--- src/rtl/mmio_uart_tx.sv ---
// mmio_uart_tx: memory-mapped UART transmitter with a small byte FIFO.
//   BASE_ADDR+0 : write pushes wdata[7:0] into the transmit FIFO
//   BASE_ADDR+4 : write clears ovf; read returns the status word
// Frame: start bit, 8 data bits LSB first, optional even parity, stop bit.
// Compile-time option: define UART_TX_PARITY_EN to insert the parity bit
// (11-bit frame); without it the frame is 10 bits.
module mmio_uart_tx #(
  parameter logic [31:0] BASE_ADDR    = 32'h0000_0400,
  parameter int          CLKS_PER_BIT = 16,
  parameter int          FIFO_DEPTH   = 8
) (
  input  logic        clk,
  input  logic        rst,
  input  logic        we,
  input  logic [31:0] addr,
  input  logic [31:0] wdata,
  output logic [31:0] rdata,
  output logic        tx,
  output logic        busy
);

  localparam int AW = $clog2(FIFO_DEPTH);
  localparam int CW = $clog2(CLKS_PER_BIT);
  localparam logic [CW-1:0] BAUD_LAST = CW'(CLKS_PER_BIT - 1);
  localparam logic [AW:0]   DEPTH_C   = (AW+1)'(FIFO_DEPTH);
  localparam logic [31:0]   DATA_ADDR = BASE_ADDR;
  localparam logic [31:0]   STAT_ADDR = BASE_ADDR + 32'd4;

  localparam logic [2:0] IDLE   = 3'd0;
  localparam logic [2:0] START  = 3'd1;
  localparam logic [2:0] DATA   = 3'd2;
`ifdef UART_TX_PARITY_EN
  localparam logic [2:0] PARITY = 3'd3;
`endif
  localparam logic [2:0] STOP   = 3'd4;

  logic [7:0]    mem [FIFO_DEPTH];
  logic [AW-1:0] wptr, rptr;
  logic [AW:0]   count;
  logic          full, empty, ovf;
  logic          wr_data, wr_stat, push, pop;

  logic [2:0]    state;
  logic [CW-1:0] baud;
  logic [2:0]    bitcnt;
  logic [7:0]    shreg;
  logic          baud_done;
  logic [3:0]    cnt4;
  logic          unused;

`ifdef UART_TX_PARITY_EN
  logic          par_bit;

  function automatic logic even_parity(input logic [7:0] b);
    return ^b;
  endfunction
`endif

  assign unused    = ^wdata[31:8];
  assign full      = (count == DEPTH_C);
  assign empty     = (count == '0);
  assign wr_data   = we && (addr == DATA_ADDR);
  assign wr_stat   = we && (addr == STAT_ADDR);
  assign baud_done = (baud == BAUD_LAST);
  assign busy      = (state != IDLE);

  // The FIFO head leaves either from IDLE or at the last cycle of STOP so
  // that back-to-back frames have no idle gap.
  assign pop  = !empty && ((state == IDLE) || ((state == STOP) && baud_done));
  // A pop on the same edge frees a slot, so a full FIFO can still accept.
  assign push = wr_data && (!full || pop);

  // FIFO storage (data only, no reset needed)
  always_ff @(posedge clk) begin
    if (push) mem[wptr] <= wdata[7:0];
  end

  // FIFO pointers, occupancy and sticky overflow flag
  always_ff @(posedge clk or posedge rst) begin
    if (rst) begin
      wptr  <= '0;
      rptr  <= '0;
      count <= '0;
      ovf   <= 1'b0;
    end else begin
      if (push) wptr <= wptr + 1'b1;
      if (pop)  rptr <= rptr + 1'b1;
      case ({push, pop})
        2'b10:   count <= count + 1'b1;
        2'b01:   count <= count - 1'b1;
        default: count <= count;
      endcase
      if (wr_data && full && !pop) ovf <= 1'b1;
      else if (wr_stat)            ovf <= 1'b0;
    end
  end

  // Shift register and parity capture: loaded on pop, shifted per data bit
  always_ff @(posedge clk) begin
    if (pop) begin
      shreg <= mem[rptr];
`ifdef UART_TX_PARITY_EN
      par_bit <= even_parity(mem[rptr]);
`endif
    end else if ((state == DATA) && baud_done) begin
      shreg <= shreg >> 1;
    end
  end

  // Frame FSM; tx is registered and set to the level of the state being entered
  always_ff @(posedge clk or posedge rst) begin
    if (rst) begin
      state  <= IDLE;
      baud   <= '0;
      bitcnt <= '0;
      tx     <= 1'b1;
    end else begin
      case (state)
        IDLE: begin
          baud   <= '0;
          bitcnt <= '0;
          tx     <= 1'b1;
          if (pop) begin
            state <= START;
            tx    <= 1'b0;
          end
        end
        START: begin
          if (baud_done) begin
            baud  <= '0;
            state <= DATA;
            tx    <= shreg[0];
          end else begin
            baud <= baud + 1'b1;
          end
        end
        DATA: begin
          if (baud_done) begin
            baud <= '0;
            if (bitcnt == 3'd7) begin
              bitcnt <= '0;
`ifdef UART_TX_PARITY_EN
              state  <= PARITY;
              tx     <= par_bit;
`else
              state  <= STOP;
              tx     <= 1'b1;
`endif
            end else begin
              bitcnt <= bitcnt + 3'd1;
              tx     <= shreg[1];
            end
          end else begin
            baud <= baud + 1'b1;
          end
        end
`ifdef UART_TX_PARITY_EN
        PARITY: begin
          if (baud_done) begin
            baud  <= '0;
            state <= STOP;
            tx    <= 1'b1;
          end else begin
            baud <= baud + 1'b1;
          end
        end
`endif
        STOP: begin
          if (baud_done) begin
            baud <= '0;
            if (pop) begin
              state <= START;
              tx    <= 1'b0;
            end else begin
              state <= IDLE;
              tx    <= 1'b1;
            end
          end else begin
            baud <= baud + 1'b1;
          end
        end
        default: begin
          state  <= IDLE;
          baud   <= '0;
          bitcnt <= '0;
          tx     <= 1'b1;
        end
      endcase
    end
  end

  // Status read mux; every other address reads as zero
  always_comb begin
    cnt4  = 4'(count);
    rdata = '0;
    if (addr == STAT_ADDR) rdata = {23'b0, cnt4, 1'b0, ovf, busy, empty, full};
  end

endmodule

--- config.mk ---
export PLATFORM = sky130hd
export DESIGN_NAME = mmio_uart_tx
export DESIGN_NICKNAME = d
export VERILOG_FILES = /design/src/rtl/mmio_uart_tx.sv
export SDC_FILE = /design/constraint.sdc
export NUM_CORES = 1
export LEC_CHECK = 0
export BUFFER_PORTS_ARGS = -buffer_cell sky130_fd_sc_hd__buf_4
export CAP_MARGIN = 15
export CORE_MARGIN = 4
export CORE_UTILIZATION = 54
export DETAILED_ROUTE_END_ITERATION = 12
export PLACE_DENSITY = 0.76
export SYNTH_ARGS = -nofsm -noshare
export SYNTH_HDL_FRONTEND = slang
export SYNTH_SLANG_ARGS = --single-unit
--- constraint.sdc ---
create_clock -name clk -period 3.39 [get_ports clk]
set_input_delay 1.017 -clock clk [delete_from_list [all_inputs] [get_ports clk]]
set_output_delay 1.017 -clock clk [all_outputs]
set_load 0.005 [all_outputs]
==> summary.md, run 1 <==
| Metric | Value |
|---|---|
| Avg Cell Area, Syn | `roughly 14 µm²` |
| Time the worst path needs with I/O delays and setup | `around 3.3 ns` |
| Num CTS Buffers | `9` |
| DRT iter0 DRCs | `about 150` |
| Worst relative slew slack | `43.0%` |
| Number of antenna diodes | `0` |
| Clock sinks | `94` |
| Critical Path End Type | `output port` |
| Post-synth top cells | `edfxtp_1, nor2_1, buf_4, dfrtp_1` |
| CTS tree | `built` |
| WHS | `0.473 ns` |
| Top cell type's share of synthesized area | `about half` |
| Largest net degree at the start of global routing | `28` |
| Vias in the first global route | `~2.5k` |
| Post-Route WL | `7.91 mm` |
| # DRC | `0` |
| Share of layout cells above drive strength 1 | `roughly 29%` |
| EDFF count, synth | `72` |
| Async SR Flop Fraction | `23.4%` |
| Post-synthesis instance area | `0.00433 mm²` |
| Slew Viols, Final | `0` |
| GRT Util Overall | `between 10% and 20%` |
| Nets | `~440` |
| Leakage dissipation | `just under 2 nW` |
| DP Wirelength | `between 5 and 6 mm` |
| Via Count | `roughly 2.6k` |
| Hold WC Path Type | `reg -> reg` |
| Outcome | `finished, final reports clean` |
| YS warnings | `0` |
| DIE HEIGHT | `97.6 µm` |
| Top Ports | `between 100 and 150` |
| Sum Neg Setup Slack | `0 ns` |
| PD cells | `404 mW/mm²` |
| Sequential share of the synthesized area | `a little over three fifths` |
| CP max FO | `6` |
| Clk_skew | `roughly 0.0089 ns` |
| Ys flop type | `edfxtp_1` |
| R2r endpoint | `cnt4[3]` |
| Vias per Instance | `5.40` |
| Worst R2R Start | `cnt4[3]` |
| Synth area leaders | `edfxtp_1, dfrtp_1, mux4_2, buf_4, mux2i_1` |
| First-pass GRT wire length | `12.7 mm` |
| Final Cycle Share | `between 90% and 100%` |
| Yosys top cell by area | `edfxtp_1` |
| FILL cells | `approximately 560` |
| Library cells used by synthesis | `48` |
| Gate Count Post-Synth | `~310` |
| Hold endpoint | `baud[0]` |
| Maximum VDD drop | `0.000289 V` |
| RSZ-0062 raised after global routing | `false` |
| WP data arrival | `2.24 ns` |
| Initial Utilization | `about 56%` |
| Reg area | `0.00271 mm²` |
| Max Cap Viol | `0` |
| Reg2Reg Setup Slack | `between 0.7 and 0.8 ns` |
| Setup crit start kind | `primary input` |
| DP Area | `roughly 0.0048 mm²` |
| Synth Register Bits | `94` |
| WL per Instance | `around 17 µm` |
| Worst Reg-to-Reg Cells | `10` |
| Total power | `2.02 mW` |
| Skew-Pair Late Insertion Delay | `0.36 ns` |
| Hold depth | `1` |
| Max Freq | `just over 300 MHz` |
| Pre-Repair DR Iteration Count | `4` |
| Die area | `about 0.0095 mm²` |
| Cell with the most instances after synthesis | `edfxtp_1` |
| Port Buffers | `52` |
| Design area | `between 0.005 and 0.006 mm²` |
| Final setup violation count | `0` |
| Routed Antenna Nets | `0` |
| Root Buffer | `clkbuf_8` |
| Clk slew on worst S/H paths | `roughly 0.1 ns` |
| Die X | `approximately 98 µm` |
| Gr ovfl total | `0` |
| FP Rows | `32` |
| Clock Path Buffers | `2` |
| H-Tree Depth | `3` |
| Multi-input gate area in the final layout | `roughly 0.0014 mm²` |
| Final Hold Viols | `0` |
| Initial antenna violation count | `0` |
| Synth-to-layout area growth | `15.5%` |
| Req. time, crit path | `about 2.4 ns` |
| Routability congestion estimate | `0.762` |
| Type of the worst setup path | `in -> out` |
| Core area | `~0.008 mm²` |
| Hold Startpoint | `baud[0]` |
| Least-Margin Pin Slew | `around 0.85 ns` |
[state kept, by name (all words and copies together), names as in the netlist]
register	flops
wptr	3
bitcnt	3
ovf	1
rptr	3
shreg	8
tx	1
state	3
cnt4	4
baud	4
mem	64
[cell type report]
class | instances | area share [%]
timing repair buffer | 65 | 9.75
tap | 102 | 2.55
inverter | 7 | 0.525
sequential | 94 | 54.2
clock buffer | 9 | 2.48
multi-input combinational | 191 | 29.0
clock inverter | 7 | 1.53
[cells in the final DEF (no fill, tap or decap), types with 2 or more instances in the layout]
cell and n:
and3_1 7, mux4_2 16, nand3_1 7, nor2b_1 4
mux2i_1 12, inv_1 7, buf_4 65, inv_6 3
a21oi_1 16, nor4_1 5, a31oi_1 2, dfrtp_1 21
nor2_1 29, mux2_2 2, nor3_1 5, ha_1 7
clkbuf_8 9, conb_1 24, o21ai_0 5, clkinv_8 2
clkinv_4 2, edfxtp_1 72, o22ai_1 3, nand4_1 2
xor2_1 4, xnor2_1 4, a211oi_1 3, nand2b_1 5
nand2_1 9
[cell families (layout without fill, tap and decap cells)]
logic type	Yosys count	count (layout)	synth area share [%]
muxes	31	31	11.9
other	1	24	0.0865
adders and majority gates	8	8	2.48
buffers and inverters	44	88	6.15
AOI/OAI and AO/OA	36	36	5.05
xor gates and xnor gates	8	8	1.62
DFF	94	94	62.6
and+or+nand+nor	84	84	10.1
[critical path, cell delays in order]
cell	delay [ns]
buf_4	0.11
nor4b_1	0.30
nand4_1	0.22
nor2_2	0.18
buf_4	0.15
nand2_1	0.06
nor2_1	0.10
buf_4	0.12
[worst max path at each step]
stage	from	to	slack, ns
after floorplan	addr[8]	cnt4[3]	0.07
after global placement	addr[8]	cnt4[3]	0.07
after detailed placement	addr[8]	cnt4[3]	-0.06
after CTS	addr[8]	rdata[1]	0.09
after global routing	addr[13]	rdata[1]	0.006
final	addr[8]	rdata[1]	0.13
[stage by stage]
stage          setup WS, ns  instances  utilization [%]
2_1_floorplan        0.0702        329                -
3_3_place_gp         0.0714        459             61.7
3_5_place_dp        -0.0625        459             61.7
4_1_cts              0.0887        475             64.3
5_1_grt             0.00613        475             64.4
6_report              0.129        475             64.4
[report_power, final]
| part | internal, mW | switching (mW) | total (mW) |
|---|---|---|---|
| Sequential | 1.24 | 0.00000000118 | 1.24 |
| Combinational | 0.0324 | 0.0297 | 0.0621 |
| Clock | 0.289 | 0.430 | 0.720 |
[repair_timing]
action                                  in CTS  in global routing
endpoints found under the setup margin       0                  2
hold buffers                                 0                  0
buffers inserted                             0                  0
resized for setup                            0                  2
[per-layer routing]
layer	track usage, %	vias to the layer above	wire length (µm)
li1	-	1226	-
met1	21.8	1240	3270
met2	29.3	88	4040
met3	4.02	9	509
met4	5.43	0	93
met5	0	-	0
No activity file was read; power rests on OpenSTA's default activity.
==> run 2, diff against run 1 <==
Settings changed: PLACE_DENSITY 0.76 to 0.79.
==> run 2 against run 1 <==
Net effect:
- final cell count did not move
- worst setup slack improved by 0.053 ns
- critical path depth decreased by 1
- final area grew 0.20%
- clock skew shrank 0.00094 ns
- critical endpoint is now rdata[5]
- largest power group unchanged
==> summary.md, run 2 (synthesis gave the netlist of run 1 again) <==
| Metric | Value |
|---|---|
| DRT iter0 DRCs | `153 (+1.3%)` |
| Reg with most FFs | `mem` |
| Die X | `97.6 µm (unchanged)` |
| Vias in the first global route | `2604 (+4.2%)` |
| CP max FO | `9 (+3)` |
| First-pass GRT wire length | `12.9 mm (+1.4%)` |
| Clk_skew | `0.00801 ns (-0.000935 ns)` |
| Vias per Instance | `5.36 (-0.62%)` |
| Clk slew on worst S/H paths | `0.09 ns (about the same)` |
| Commonest non-fill, non-tap cells in the layout | `edfxtp_1, buf_4, nor2_1, conb_1, dfrtp_1` |
| Int Power | `1.63 mW (+4.5%)` |
| R2r endpoint | `cnt4[3]` |
| Biggest regs | `mem (64), shreg (8)` |
| WHS | `0.476 ns (+0.00314 ns)` |
| FILL cells | `567 (+0.53%)` |
| Setup crit start kind | `primary input` |
| Outcome | `finished, final reports clean` |
| Final Cycle Share | `94.6% (-1.6 points)` |
| FP Rows | `32 (unchanged)` |
| WP data arrival | `2.19 ns (-0.05 ns)` |
| PD cells | `415 mW/mm² (+2.8%)` |
| Time the worst path needs with I/O delays and setup | `3.21 ns (-0.0527 ns)` |
| Sum Neg Setup Slack | `0 ns (unchanged)` |
| Leakage dissipation | `1.96 nW (+0.22%)` |
| Clock sinks | `94 (unchanged)` |
| Max Cap Viol | `0 (unchanged)` |
| Die area | `0.00952 mm² (unchanged)` |
| Inst Count DP | `458 (-0.22%)` |
| DP Area | `0.00479 mm² (-0.16%)` |
| Via Count | `2547 (-0.62%)` |
| Sequential power share | `59.5% (-1.8 points)` |
| Design area | `0.00501 mm² (+0.20%)` |
| Hold WC Path Type | `reg -> reg` |
| CTS tree | `built` |
| Routability congestion estimate | `0.761 (-0.16%)` |
| DIE HEIGHT | `97.6 µm (unchanged)` |
| Largest net degree at the start of global routing | `28 (unchanged)` |
| Routed Antenna Nets | `0 (unchanged)` |
| Switching share of total power | `21.6% (-1.2 points)` |
| Worst R2R Start | `cnt4[3]` |
| Clock Path Buffers | `2 (unchanged)` |
| Least-Margin Pin Slew | `0.846 ns (-0.00873 ns)` |
| WL per Instance | `16.5 µm (-0.64%)` |
| Place WS | `0.0511 ns (+0.114 ns)` |
| # DRC | `0 (unchanged)` |
| Critical Path End Type | `output port` |
| Post-Route WL | `7.86 mm (-0.64%)` |
| Top Ports | `101 (unchanged)` |
| Clock group share of total power | `37.5% (+1.9 points)` |
| Pre-Repair DR Iteration Count | `4 (unchanged)` |
| Number of antenna diodes | `0 (unchanged)` |
| Port Buffers | `52 (unchanged)` |
| Req. time, crit path | `2.37 ns (about the same)` |
| Setup crit start | `addr[17]` |
| Root Buffer | `clkbuf_8` |
| Critical path endpoint | `rdata[5]` |
| Most common cell after layout, fill and taps aside | `edfxtp_1` |
| Synth-to-layout area growth | `15.7%` |
| Gr ovfl total | `0 (unchanged)` |
| H-Tree Depth | `3 (unchanged)` |
| Worst relative slew slack | `43.6% (+0.58 points)` |
| Skew-Pair Late Insertion Delay | `0.36 ns (about the same)` |
| Slew Viols, Final | `0 (unchanged)` |
| DP Wirelength | `5.37 mm (+0.10%)` |
| Initial Utilization | `55.8% (unchanged)` |
| Max Freq | `312 MHz (+1.6%)` |
| Nets | `443 (unchanged)` |
| GRT Util Overall | `17.5% (+0.34 points)` |
| Maximum VDD drop | `0.000303 V (+4.6%)` |
| Worst Reg-to-Reg Cells | `10 (unchanged)` |
| Final Hold Viols | `0 (unchanged)` |
| Share of layout cells above drive strength 1 | `28.4% (-0.27 points)` |
| Final setup violation count | `0 (unchanged)` |
| Reg2Reg Setup Slack | `0.82 ns (+0.09 ns)` |
| NetSw | `0.449 mW (-2.4%)` |
| Gate power share | `3.0% (about the same)` |
| Core area | `0.00777 mm² (unchanged)` |
| Type of the worst setup path | `in -> out` |
| Fin worst setup slack | `0.181 ns (+0.0527 ns)` |
| Largest register FFs | `64 (unchanged)` |
| Num CTS Buffers | `9 (unchanged)` |
| Final non-filler cell total | `475 (unchanged)` |
| RSZ-0062 raised after global routing | `false` |
| Initial antenna violation count | `0 (unchanged)` |
==> run 2: changes by cell type in the layout (fill, tap and decap cells not counted) <==
| cell | before | now |
|---|---|---|
| inv_6 | 3 | 1 |
| nor2_1 | 29 | 30 |
| clkinv_8 | 2 | 0 |
| inv_8 | 0 | 3 |
| nor2_2 | 1 | 0 |
| clkinv_4 | 2 | 1 |
| clkinvlp_4 | 0 | 1 |
| bufinv_16 | 0 | 1 |
==> run 2: what timing repair did <==
item,in CTS,in global routing
endpoints found under the setup margin,0,2
buffers inserted,0,1
hold buffers,0,0
hold endpoints to repair,0,0
resized for setup,0,1
==> run 2: area by class of cell <==
cell class | instances | area (µm²) | share of cell area [%]
sequential | 94 | 2710 | 54.1
tap | 102 | 128 | 2.54
clock inverter | 7 | 88.8 | 1.77
multi-input combinational | 191 | 1450 | 28.8
timing repair buffer | 65 | 488 | 9.73
inverter | 7 | 26.3 | 0.524
clock buffer | 9 | 124 | 2.47
==> run 2: how the worst min path moves through the flow <==
| stage | cells after the start | startpoint | slack (ns) | to |
|---|---|---|---|---|
| after global routing | 1 | baud[0] | 0.50 | baud[0] |
| after detailed placement | 1 | baud[0] | 0.46 | baud[0] |
| after CTS | 1 | baud[0] | 0.48 | baud[0] |
| after floorplan | 1 | baud[0] | 0.43 | baud[0] |
| final | 1 | baud[0] | 0.48 | baud[0] |
| after global placement | 1 | baud[0] | 0.46 | baud[0] |
==> run 2: per-layer routing <==
layer,vias up,GRT usage (%),part of all wire (%)
met5,-,0,0
met4,0,7.03,2.0
met3,15,3.09,3.8
met2,53,29.8,52
met1,1257,22.2,42
li1,1222,-,-
==> run 2: worst max-delay path, stage by stage <==
cell and delay [ns]:
buf_4 0.11, nor4_1 0.27, nand4_1 0.21, nor2_1 0.15
buf_4 0.16, and3_1 0.17, buf_4 0.12
==> run 2: power by group through the flow <==
stage | sequential, mW | combinational (mW) | clock, mW
after floorplan | 1.26 | 0.0338 | 0
after global routing | 1.24 | 0.0697 | 0.856
after CTS | 1.24 | 0.0610 | 0.799
after detailed placement | 1.26 | 0.0608 | 0
after global placement | 1.26 | 0.0588 | 0
final | 1.24 | 0.0617 | 0.780
==> run 2: metrics by stage <==
stage / util [%] / power [mW]
finish: 64.6 / 2.08
global route: 64.6 / 2.16
CTS: 64.4 / 2.10
detailed placement: 61.6 / 1.32
global placement: 61.6 / 1.32
floorplan: - / 1.30
==> run 3, diff against run 2 <==
Settings changed: CAP_MARGIN 15 to not set, CORE_MARGIN 4 to 8.
==> run 3 against run 2 <==
Net effect:
- critical path depth is 1 higher
- final area is 0.55% lower
- total power is 2.3% lower
- flip-flop and latch count stayed put
- combinational power hardly changed
- highest routed layer unchanged
==> summary.md, run 3 (synthesis gave the netlist of run 1 again) <==
| Metric | Value |
|---|---|
| Outcome | `finished, final reports clean` |
| Least-Margin Pin Slew | `0.906 ns (+0.0599 ns)` |
| WL per Instance | `17.5 µm (+5.8%)` |
| Critical Path End Type | `output port` |
| DIE HEIGHT | `106 µm (+8.2%)` |
| Total power | `2.03 mW (-2.3%)` |
| Final setup violation count | `0 (unchanged)` |
| Fin util | `64.2% (-0.35 points)` |
| Worst relative slew slack | `39.6% (-4.0 points)` |
| Post-Route WL | `8.30 mm (+5.6%)` |
| Pre-Repair DR Iteration Count | `4 (unchanged)` |
| Crit-path max cell delay | `0.30 ns (+0.03 ns)` |
| RSZ-0062 raised after global routing | `false` |
| Max Freq | `310 MHz (-0.59%)` |
| Final Cycle Share | `95.2% (+0.56 points)` |
| Max Cap Viol | `0 (unchanged)` |
| DP Wirelength | `5.78 mm (+7.6%)` |
| NetSw | `0.470 mW (+4.5%)` |
| Die X | `106 µm (+8.2%)` |
| Skew-Pair Late Insertion Delay | `0.36 ns (about the same)` |
| H-Tree Depth | `3 (unchanged)` |
| Time the worst path needs with I/O delays and setup | `3.23 ns (+0.0190 ns)` |
| FILL cells | `554 (-2.3%)` |
| Req. time, crit path | `2.37 ns (about the same)` |
| WP data arrival | `2.21 ns (+0.02 ns)` |
| Top Ports | `101 (unchanged)` |
| Commonest non-fill, non-tap cells in the layout | `edfxtp_1, buf_4, nor2_1, conb_1, dfrtp_1` |
| Largest net degree at the start of global routing | `28 (unchanged)` |
| Vias in the first global route | `2655 (+2.0%)` |
| Clock group share of total power | `36.0% (-1.5 points)` |
| Gate power share | `3.0% (about the same)` |
| PD cells | `407 mW/mm² (-1.8%)` |
| Maximum VDD drop | `0.000443 V (+46%)` |
| Int Power | `1.56 mW (-4.2%)` |
| Core area | `0.00777 mm² (unchanged)` |
| Type of the worst setup path | `in -> out` |
| Largest register FFs | `64 (unchanged)` |
| Root Buffer | `clkbuf_8` |
| Routed Antenna Nets | `0 (unchanged)` |
| First-pass GRT wire length | `13.5 mm (+4.4%)` |
| FP Rows | `32 (unchanged)` |
| Clock sinks | `94 (unchanged)` |
| Leakage dissipation | `1.94 nW (-0.61%)` |
| CP Cell Sequence | `buf_4 -> nor4b_1 -> nand4_1 -> nor2_1 -> buf_4 -> nand2_1 -> nor2_1 -> buf_4` |
| Initial antenna violation count | `0 (unchanged)` |
| DP Area | `0.00479 mm² (unchanged)` |
| Post-CTS Hold Fix Bufs | `0 (unchanged)` |
| Clock Path Buffers | `2 (unchanged)` |
| Slew Viols, Final | `0 (unchanged)` |
| Place WS | `-0.195 ns (-0.246 ns)` |
| Port Buffers | `52 (unchanged)` |
| Biggest regs | `mem (64), shreg (8)` |
| Fin worst setup slack | `0.162 ns (-0.0190 ns)` |
| Nets | `442 (-0.23%)` |
| GRT Util Overall | `15.4% (-2.1 points)` |
| Cell seen most often among critical-path stages | `buf_4` |
| Setup crit start kind | `primary input` |
| Final Hold Viols | `0 (unchanged)` |
| Clk slew on worst S/H paths | `0.09 ns (about the same)` |
| Sequential power share | `60.9% (+1.4 points)` |
| Synth-to-layout area growth | `15.1%` |
| Num CTS Buffers | `9 (unchanged)` |
| Most common cell after layout, fill and taps aside | `edfxtp_1` |
| Share of layout cells above drive strength 1 | `28.0% (-0.46 points)` |
| Gr ovfl total | `0 (unchanged)` |
| Initial Utilization | `55.8% (unchanged)` |
| CTS tree | `built` |
| Slowest CP cell | `nor4b_1` |
| Hold WC Path Type | `reg -> reg` |
| Final non-filler cell total | `474 (-0.21%)` |
| DRT iter0 DRCs | `160 (+4.6%)` |
| # DRC | `0 (unchanged)` |
| Switching share of total power | `23.1% (+1.5 points)` |
| Vias per Instance | `5.43 (+1.4%)` |
| Number of antenna diodes | `0 (unchanged)` |
| Total setup buffers inserted after CTS | `0 (unchanged)` |
| Routability congestion estimate | `0.782 (+2.7%)` |
| Reg with most FFs | `mem` |
| Clk_skew | `0.00964 ns (+0.00163 ns)` |
| Inst Count DP | `458 (unchanged)` |
| Via Count | `2576 (+1.1%)` |
| Post-cts sizing count | `0 (unchanged)` |
| CP max FO | `9 (unchanged)` |
| Die area | `0.0111 mm² (+17%)` |
| Design area | `0.00499 mm² (-0.55%)` |
==> run 3: cell count changes in the layout (fill, tap and decap cells not counted) <==
cell / change
bufinv_16: -1
clkinv_8: +1
nor4_1: +1
nor4_2: -1
buf_4: -1
==> run 3: routing by layer <==
metal  GRT usage [%]  wire length (µm)  up-vias
met2            27.2              4290       76
met4            3.72                52        0
met1            17.8              3340     1271
met5               0                 0        -
li1                -                 -     1223
met3            5.18               619        6
==> run 3: cell type report <==
cell class	instances	area, µm²	share of cell area, %
multi-input cells	191	1440	28.9
clock inverters	7	75.1	1.51
well taps	102	128	2.56
clock buffers	9	124	2.48
repair buffers	64	480	9.63
flip-flops and latches	94	2710	54.4
inverters	7	26.3	0.527
==> run 3: per-stage QoR <==
| step | setup TNS, ns | hold WS (ns) |
|---|---|---|
| 6_report | 0 | 0.478 |
| 5_1_grt | 0 | 0.502 |
| 4_1_cts | 0 | 0.469 |
| 3_5_place_dp | -0.195 | 0.453 |
| 3_3_place_gp | 0 | 0.447 |
| 2_1_floorplan | 0 | 0.429 |
==> run 3: final timing paths <==
path,cells after the start,slack (ns),startpoint,to
setup / recovery,8,0.16,addr[8],rdata[0]
hold / removal,1,0.48,baud[0],baud[0]
setup reg to reg,10,0.65,cnt4[3],cnt4[3]
hold reg to reg,1,0.48,baud[0],baud[0]
max in group asynchronous,2,1.99,rst,baud[0]
min in group asynchronous,2,0.84,rst,state[2]
==> run 3: critical path, delay by kind of cell <==
family        cells  cell delay [ns]
buf+inv           3             0.39
simple gates      5             0.82
==> run 3: power by group through the flow <==
stage	combinational [mW]	sequential, mW	clock, mW
2_1_floorplan	0.0338	1.26	0
3_5_place_dp	0.0616	1.26	0
5_1_grt	0.0687	1.24	0.797
6_report	0.0618	1.24	0.732
4_1_cts	0.0616	1.24	0.750
3_3_place_gp	0.0588	1.26	0
